**src/rtl/framebuffer_rect_writer_if.sv**
```systemverilog
// Command and RAM-write bundle for framebuffer_rect_writer. The controller holds the
// master side and the writer the slave side. ADDR_W must match the writer's ADDR_W.
interface framebuffer_rect_writer_if #(
  parameter int ADDR_W = 17
);
  logic              start;
  logic [8:0]        x0;
  logic [7:0]        y0;
  logic [8:0]        width;
  logic [7:0]        height;
  logic [2:0]        color;
  logic              busy;
  logic              done;
  logic [ADDR_W-1:0] address;
  logic [2:0]        data;
  logic              wren;

  modport master (
    output start, x0, y0, width, height, color,
    input  busy, done, address, data, wren
  );

  modport slave (
    input  start, x0, y0, width, height, color,
    output busy, done, address, data, wren
  );
endinterface

```
**src/rtl/framebuffer_rect_writer.sv**
```systemverilog
// Fills an axis-aligned rectangle of one colour into the frame-buffer RAM, one pixel per clock.
// Define FB_RECT_CLIP_EN to suppress writes to pixels that fall off the visible screen.
module framebuffer_rect_writer #(
  parameter int SCREEN_W = 320,
  parameter int SCREEN_H = 240,
  parameter int ADDR_W   = 17
) (
  input logic clock,
  input logic reset,
  framebuffer_rect_writer_if.slave bus
);

  typedef enum logic [1:0] {IDLE, SETUP, WRITE, DONE} state_t;

  typedef struct packed {
    logic [8:0] x0;
    logic [7:0] y0;
    logic [8:0] width;
    logic [7:0] height;
    logic [2:0] color;
  } cmd_t;

  if (SCREEN_W * SCREEN_H > (1 << ADDR_W)) begin : g_bad_cfg
    $error("screen does not fit the address bus");
  end

  state_t            state, state_nxt;
  cmd_t              cmd;
  logic [ADDR_W-1:0] row_base;
  logic [8:0]        cx;
  logic [7:0]        ry;
  logic              row_end, last, pix_en;

  assign row_end = (cx == cmd.width - 9'd1);
  assign last    = row_end && (ry == cmd.height - 8'd1);

`ifdef FB_RECT_CLIP_EN
  logic [9:0] col;
  logic [8:0] row;
  assign col    = {1'b0, cmd.x0} + {1'b0, cx};
  assign row    = {1'b0, cmd.y0} + {1'b0, ry};
  // Off-screen pixels still take their cycle so command duration never depends on position.
  assign pix_en = (col < 10'(SCREEN_W)) && (row < 9'(SCREEN_H));
`else
  assign pix_en = 1'b1;
`endif

  // The done cycle reads as IDLE internally, so start is held off until done has dropped.
  always_comb begin
    state_nxt = state;
    case (state)
      IDLE:    if (bus.start && !bus.done) state_nxt = SETUP;
      SETUP:   state_nxt = (cmd.width == '0 || cmd.height == '0) ? DONE : WRITE;
      WRITE:   if (last) state_nxt = DONE;
      DONE:    state_nxt = IDLE;
      default: state_nxt = IDLE;
    endcase
  end

  always_ff @(posedge clock) begin
    if (reset) begin
      state       <= IDLE;
      cmd         <= '0;
      row_base    <= '0;
      cx          <= '0;
      ry          <= '0;
      bus.busy    <= 1'b0;
      bus.done    <= 1'b0;
      bus.wren    <= 1'b0;
      bus.address <= '0;
      bus.data    <= '0;
    end else begin
      state    <= state_nxt;
      bus.busy <= (state_nxt != IDLE) || (state == DONE);
      bus.done <= (state == DONE);
      bus.wren <= (state == WRITE) && pix_en;
      case (state)
        IDLE: if (state_nxt == SETUP)
          cmd <= '{x0: bus.x0, y0: bus.y0, width: bus.width, height: bus.height, color: bus.color};
        SETUP: begin
          row_base <= ADDR_W'(cmd.y0) * ADDR_W'(SCREEN_W) + ADDR_W'(cmd.x0);
          cx       <= '0;
          ry       <= '0;
        end
        WRITE: begin
          bus.address <= row_base + ADDR_W'(cx);
          bus.data    <= cmd.color;
          // Row stride is added rather than multiplied so the pixel loop stays adder-only.
          if (row_end) begin
            cx       <= '0;
            ry       <= ry + 8'd1;
            row_base <= row_base + ADDR_W'(SCREEN_W);
          end else begin
            cx <= cx + 9'd1;
          end
        end
        default: ;
      endcase
    end
  end

endmodule

```
**src/flat_wrapper.sv**
```systemverilog
// flat-port wrapper written by rule: the top's interface ports become plain ports
module framebuffer_rect_writer_flat 
#(
  parameter int SCREEN_W = 320,
  parameter int SCREEN_H = 240,
  parameter int ADDR_W   = 17
)
  (clock, reset, bus_start, bus_x0, bus_y0, bus_width, bus_height, bus_color, bus_busy, bus_done, bus_address, bus_data, bus_wren);
  framebuffer_rect_writer_if #(.ADDR_W(ADDR_W)) bus_i ();
  input logic clock;
  input logic reset;
  input wire logic [$bits(bus_i.start)-1:0] bus_start;
  input wire logic [$bits(bus_i.x0)-1:0] bus_x0;
  input wire logic [$bits(bus_i.y0)-1:0] bus_y0;
  input wire logic [$bits(bus_i.width)-1:0] bus_width;
  input wire logic [$bits(bus_i.height)-1:0] bus_height;
  input wire logic [$bits(bus_i.color)-1:0] bus_color;
  output wire logic [$bits(bus_i.busy)-1:0] bus_busy;
  output wire logic [$bits(bus_i.done)-1:0] bus_done;
  output wire logic [$bits(bus_i.address)-1:0] bus_address;
  output wire logic [$bits(bus_i.data)-1:0] bus_data;
  output wire logic [$bits(bus_i.wren)-1:0] bus_wren;
  assign bus_i.start = bus_start;
  assign bus_i.x0 = bus_x0;
  assign bus_i.y0 = bus_y0;
  assign bus_i.width = bus_width;
  assign bus_i.height = bus_height;
  assign bus_i.color = bus_color;
  assign bus_busy = bus_i.busy;
  assign bus_done = bus_i.done;
  assign bus_address = bus_i.address;
  assign bus_data = bus_i.data;
  assign bus_wren = bus_i.wren;
  framebuffer_rect_writer #(.SCREEN_W(SCREEN_W), .SCREEN_H(SCREEN_H), .ADDR_W(ADDR_W)) u_core (.clock(clock), .reset(reset), .bus(bus_i));
endmodule
```
**config.mk**
```make
export PLATFORM = sky130hd
export DESIGN_NAME = framebuffer_rect_writer_flat
export DESIGN_NICKNAME = d
export VERILOG_FILES = /design/src/rtl/framebuffer_rect_writer_if.sv /design/src/rtl/framebuffer_rect_writer.sv /design/src/flat_wrapper.sv
export SDC_FILE = /design/constraint.sdc
export NUM_CORES = 1
export LEC_CHECK = 0
export BUFFER_PORTS_ARGS = -buffer_cell sky130_fd_sc_hd__buf_2
export CORE_MARGIN = 10
export CORE_UTILIZATION = 55
export DETAILED_ROUTE_END_ITERATION = 8
export GPL_TIMING_DRIVEN = 0
export PLACE_DENSITY_LB_ADDON = 0.1
export SLEW_MARGIN = 20
export SYNTH_ARGS = -nofsm -noshare
export SYNTH_HDL_FRONTEND = slang
export SYNTH_SLANG_ARGS = --single-unit
```
**constraint.sdc**
```tcl
create_clock -name clock -period 3.3 [get_ports clock]
set_clock_uncertainty 0.05 [all_clocks]
set_input_delay 0.66 -clock clock [delete_from_list [all_inputs] [get_ports clock]]
set_output_delay 0.66 -clock clock [all_outputs]
set_load 0.05 [all_outputs]
```
# Yosys cells after proc, flatten, opt, wreduce, memory -nomap -nowiden
# Cells that the tools add are included.
word_totals:
  register_bits: 96
  output_inout_bits: 23
op_classes:
  reduce_logical: 12
  eq_ne: 7
  n_addsub: 7
  mux: 10
  n_mul: 1
op_table:
  columns: ["op", "n"]
  rows:
  - ["$add A17 B9 Y17", 2]
  - ["$pmux W17 S2", 1]
  - ["$pmux W9 S2", 1]
  - ["$add A17 B9 Y17 const B", 1]
  - ["$mux W17", 1]
  - ["$pmux W8 S2", 1]
  - ["$mul A8 B3 Y11 const B", 1]
  - ["$add A9 B1 Y9 const B", 1]
  - ["$eq A9 B9 Y1", 1]
  - ["$logic_not A9 Y1", 1]
  - ["$mux W9", 1]
  - ["$sub A9 B1 Y9 const B", 1]
  - ["$add A8 B1 Y8 const B", 1]
  - ["$eq A8 B8 Y1", 1]
  - ["$logic_not A8 Y1", 1]
  - ["$mux W8", 1]
  - ["$pmux W2 S4", 1]
  - ["$sub A8 B1 Y8 const B", 1]
  - ["$eq A2 B1 Y1 const B", 2]
  - ["$eq A2 B2 Y1 const B", 2]
  - ["$mux W2", 2]
  - ["$reduce_and A2 Y1", 2]
  - ["$reduce_bool A2 Y1", 2]
  - ["$logic_and A1 B1 Y1", 2]
  - ["5 further kinds", 6]

# Depth between registers and ports, before layout
logic_depth:
  ltp_word: 7
  mapped_depth: 12
  ltp_nobuf: 11

# Least setup slack after synthesis
# No wires, ideal clock.
synth_timing:
  path_kind: "register -> register"
  start: "register u_core.cmd[21] (netlist bit)"
  end: "register u_core.row_base[13]"
  setup_time_ns: 0.116
  n_path_buf: 0
  required_time_ns: 3.134
  synth_period_minus_slack_ns: 2.727
  setup_slack_ns: 0.573
  path_stages_with_launch: 12
  arrival_time_ns: 2.561
  path_cell_list: "dfxtp_1 ha_1 ha_1 inv_1 fa_1 xor2_1 or3b_2 nor4_1 xor2_1 o21ai_0 nor3_1 a31o_2"
synth_via:
  elab_chain_cells: 3
synth_rtl:
  columns: ["element", "line_no", "text"]
  rows:
  - ["start, declared", "framebuffer_rect_writer.sv:28", "cmd_t cmd;"]
  - ["start signal, assigned", "framebuffer_rect_writer.sv:79", "cmd <= '{x0: bus.x0, y0: bus.y0, width: bus.width, height: bus.height, color: bus.color};"]
  - ["$mul A8 B3 Y11", "framebuffer_rect_writer.sv:81", "row_base <= ADDR_W'(cmd.y0) * ADDR_W'(SCREEN_W) + ADDR_W'(cmd.x0);"]
  - ["$add A17 B9 Y17", "framebuffer_rect_writer.sv:81", null]
  - ["$pmux W17 S2", "framebuffer_rect_writer.sv:77", "case (state)"]
  - ["end signal, assigned", "framebuffer_rect_writer.sv:81", null]
  - ["end signal, assigned", "framebuffer_rect_writer.sv:92", "row_base <= row_base + ADDR_W'(SCREEN_W);"]
  - ["end, declared", "framebuffer_rect_writer.sv:29", "logic [ADDR_W-1:0] row_base;"]
# No other way between the ends.
# A chain may end at the register's enable or synchronous reset.

# Worst setup path in the final report
layout_timing:
  start: "register u_core.cx[0]"
  end: "register u_core.bus.address[16]"
layout_via:
  elab_chain_cells: 1
layout_rtl:
  columns: ["element", "line_no", "text"]
  rows:
  - ["start, declared", "framebuffer_rect_writer.sv:30", "logic [8:0] cx;"]
  - ["start signal, assigned", "framebuffer_rect_writer.sv:94", "cx <= cx + 9'd1;"]
  - ["$add A17 B9 Y17", "framebuffer_rect_writer.sv:86", "bus.address <= row_base + ADDR_W'(cx);"]
  - ["end signal, assigned", "framebuffer_rect_writer.sv:86", null]
  - ["end, declared", "framebuffer_rect_writer_if.sv:25", "output busy, done, address, data, wren"]
# No other way between the ends.

==> metrics.csv <==
stage,metric,value,unit
critical_path,critical path startpoint,u_core.cx[0]$_SDFFE_PP0P_,
critical_path,critical path capture point type,register,
logic_synthesis,Syn Std Cell Area,0.005503,mm^2
logic_synthesis,"Seq/Total Area, Yosys",0.3492,
clock_network,Max Buffers Root-to-Sink,2,
critical_path,CP Launch Type,register,
place,GP Congestion,0.9349,
detailed_routing,DR top layer,met4,
logic_synthesis,asr flop ratio synth,0,
critical_path,"Cell Chain, Critical Path",ha_1 > inv_1 > fa_1 > nor2b_1 > o21ai_0 > a21boi_0 > o31a_1 > o2111ai_1 > xor2_1 > a211oi_1,
detailed_routing,First DRT Iteration DRCs,353,
clock_network,CTS buffer count,9,
logic_synthesis,synthesized instance count,692,
clock_network,TritonCTS clock tree,yes,
logic_synthesis,"Top FF cell, synth",dfxtp_1,
timing,Setup WS post-layout,286.5,ps
place,Detailed Place HPWL,11350,um
clock_network,Clock Tree Root,clkbuf_8,
detailed_routing,Routed Antenna Nets,0,
floorplanning,cell row count,36,
clock_network,Worst-Skew Late Latency,410,ps
critical_path,cells on worst reg2reg path,10,
critical_path,Setup CP Type,register to register,
detailed_routing,Total Wirelength,14830,um
logic_synthesis,area share of the largest cell type after synthesis,0.3492,
detailed_routing,Vias per Instance,5.682,
power_and_ir_drop,Switching Share,0.4651,
critical_path,CP max-delay cell,dfxtp_1,
global_route,vias in the first global route,4926,
layout,layout net count,842,
place,setup slack at placement,331.3,ps
logic_synthesis,Cell variety after synth,61,
logic_synthesis,syn avg cell area,7.952,um^2
critical_path,arrival time of the worst setup path,3280,ps
detailed_routing,Post-route DRC,0,
power_and_ir_drop,Pleak,2.358,nW
place,IO buf count,61,
timing,unrepaired setup endpoints after global routing,no,
critical_path,Worst EP required,3560,ps
timing,"Slew Viols, Final",0,
flow_run,max_cap viols,0,
detailed_routing,1st-pass router iterations,5,
global_route,first-pass GRT wire length,24420,um
layout,fraction of layout cells with a size suffix above 1,0.1338,
timing,Hold WS,412.8,ps
power_and_ir_drop,clock power share,0.160,
global_route,largest net degree at the start of global routing,20,
critical_path,CP max FO,7,
floorplanning,Starting Density,0.5630,
timing,Final Hold Fails,0,
power_and_ir_drop,Switching Power,2.261,mW
floorplanning,I/O pin total,63,
floorplanning,area of the core,0.009774,mm^2
clock_network,CTS sink cnt,96,
logic_synthesis,Post-synth EDFFs,0,
logic_synthesis,syn_nets,769,
timing,Slew @ Worst Pin,817.4,ps
clock_network,postcts setup bufs,0,
clock_network,H-tree Lvls,3,
timing,post-route setup TNS,0,ps
logic_synthesis,number of synthesized register bits,96,
global_route,total track usage,0.2074,
power_and_ir_drop,maximum vdd drop,451.3,uV
critical_path,Setup crit end,u_core.bus.address[16]$_SDFFE_PP0P_,
power_and_ir_drop,Comb pwr share,0.498,
critical_path,worst reg2reg path startpoint,u_core.cx[0]$_SDFFE_PP0P_,
power_and_ir_drop,Flop pwr share,0.342,
global_route,initial antenna violation count,0,
detailed_routing,WL met2,6923,um
critical_path,Critical Path Max Stage Delay,510,ps
critical_path,r2r endpoint,u_core.bus.address[16]$_SDFFE_PP0P_,
layout,filler cell count in the final layout,951,
detailed_routing,DR WL met3,819,um
detailed_routing,DR vias,5131,
clock_network,"Clk pin slew, worst setup/hold paths",100,ps
floorplanning,overall die height,120.0,um
run_status,status,completed,
logic_synthesis,largest cells by area after synthesis,"dfxtp_1 35%, ha_1 7.7%, nand2_1 7.6%",
timing,fin crit period,3014,ps
hold_path,hold crit path type,register to register,
logic_synthesis,dominant cell type by area after synthesis,dfxtp_1,
logic_synthesis,Synth Warn #,0,
timing,fmax,331.8,MHz
floorplanning,DIE AREA,0.01441,mm^2
hold_path,WHS Path Cells,2,
power_and_ir_drop,total power,4.861,mW
layout,Area Overhead vs Synth,12.46,%
clock_network,hold_buf cts,0,
detailed_routing,wl on met1,6794,um
timing,fin crit share,0.9132,
layout,"commonest cells after routing, fill and taps aside","112 x nand2_1, 96 x dfxtp_1, 67 x buf_2, 67 x a21oi_1, 57 x nor2_1",
detailed_routing,DR WL/cell,16.42,um
floorplanning,Chip Width,120.0,um
timing,Worst slew margin,0.4551,
timing,# setup viols final,0,
layout,"leading cell type in the layout, fill and taps excluded",nand2_1,
critical_path,Worst R2R Setup Slack,290,ps
global_route,Overflow after GRT,0,
power_and_ir_drop,Power Density,785.5,mW/mm^2
power_and_ir_drop,Pint,2.600,mW
layout,ANT cells,0,
## repair_timing
item                       CTS  global route
hold endpoints to repair     0             0
setup endpoints to repair    0             2
resized for setup            0             2
## power groups by stage
stage / registers, mW / clock network [mW] / logic (mW)
detailed placement: 1.68 / 0 / 2.40
finish: 1.66 / 0.778 / 2.42
floorplan: 1.80 / 0 / 1.64
CTS: 1.66 / 0.795 / 2.41
global route: 1.70 / 0.836 / 2.69
global placement: 1.67 / 0 / 2.31
## cells in the mapped netlist, types with 19 or more instances
library cell,instances
nor2_1,58
a21oi_1,67
ha_1,34
nand3_1,25
nand2_1,112
xor2_1,21
o21ai_0,23
nor3_1,19
dfxtp_1,96
clkbuf_1,27
inv_1,23
xnor2_1,25
## worst max-delay path: cells and delay by family (launching register included)
family	cells	cell delay, ps
simple gates	1	160
xor+xnor	1	180
compound gates	5	1360
fa+ha+maj	2	620
flops	1	510
buf+inv	1	60
## cell type report
type / count / area [um^2] / area share
multi-input combinational: 537 / 3352 / 0.5416
timing repair buffer: 62 / 312.8 / 0.05055
buffer: 36 / 150.1 / 0.02426
tap: 133 / 166.4 / 0.02689
sequential: 96 / 1922 / 0.3106
clock buffer: 9 / 123.9 / 0.02002
inverter: 23 / 86.33 / 0.01395
clock inverter: 7 / 75.07 / 0.01213
## flip-flops by register name, indices dropped and copies added (netlist names)
name and cells:
u_core.ry 8, u_core.state 2, u_core.bus.wren 1, u_core.bus.done 1, u_core.bus.address 17, u_core.row_base 17, u_core.cx 9, u_core.bus.data 3
u_core.cmd 37, u_core.bus.busy 1
## how the worst min path moves through the flow
stage,startpoint,endpoint,slack (ps)
floorplan,u_core.cmd[0]$_SDFFE_PP0P_,u_core.cmd[0]$_SDFFE_PP0P_,390
global placement,u_core.cmd[2]$_SDFFE_PP0P_,u_core.cmd[2]$_SDFFE_PP0P_,390
detailed placement,u_core.cmd[0]$_SDFFE_PP0P_,u_core.cmd[0]$_SDFFE_PP0P_,400
CTS,bus_y0[6],u_core.cmd[26]$_SDFFE_PP0P_,420
global route,bus_y0[6],u_core.cmd[26]$_SDFFE_PP0P_,410
finish,u_core.cmd[30]$_SDFFE_PP0P_,u_core.cmd[30]$_SDFFE_PP0P_,410
## metrics by stage
step	instances	cell area, um^2	utilization
after floorplan	692	5503	-
after global placement	886	5974	0.6112
after detailed placement	887	5987	0.6125
after CTS	903	6186	0.6329
after global routing	903	6188	0.6331
final	903	6188	0.6331
## layer usage
metal	vias up	track usage
met3	23	0.05110
met4	0	0.06486
li1	2572	-
met2	127	0.3380
met5	-	0
met1	2409	0.2641
## cell families after synthesis
logic type / after synthesis / share of synthesized area
AND/OR/NAND/NOR: 281 / 0.2428
AO/OA/AOI/OAI: 163 / 0.1840
flip-flops: 96 / 0.3492
buffers and inverters: 59 / 0.04297
XOR/XNOR: 47 / 0.07617
adder cells (fa/ha/maj): 37 / 0.08822
multiplexers: 9 / 0.01660
No activity file was read; power rests on OpenSTA's default activity.
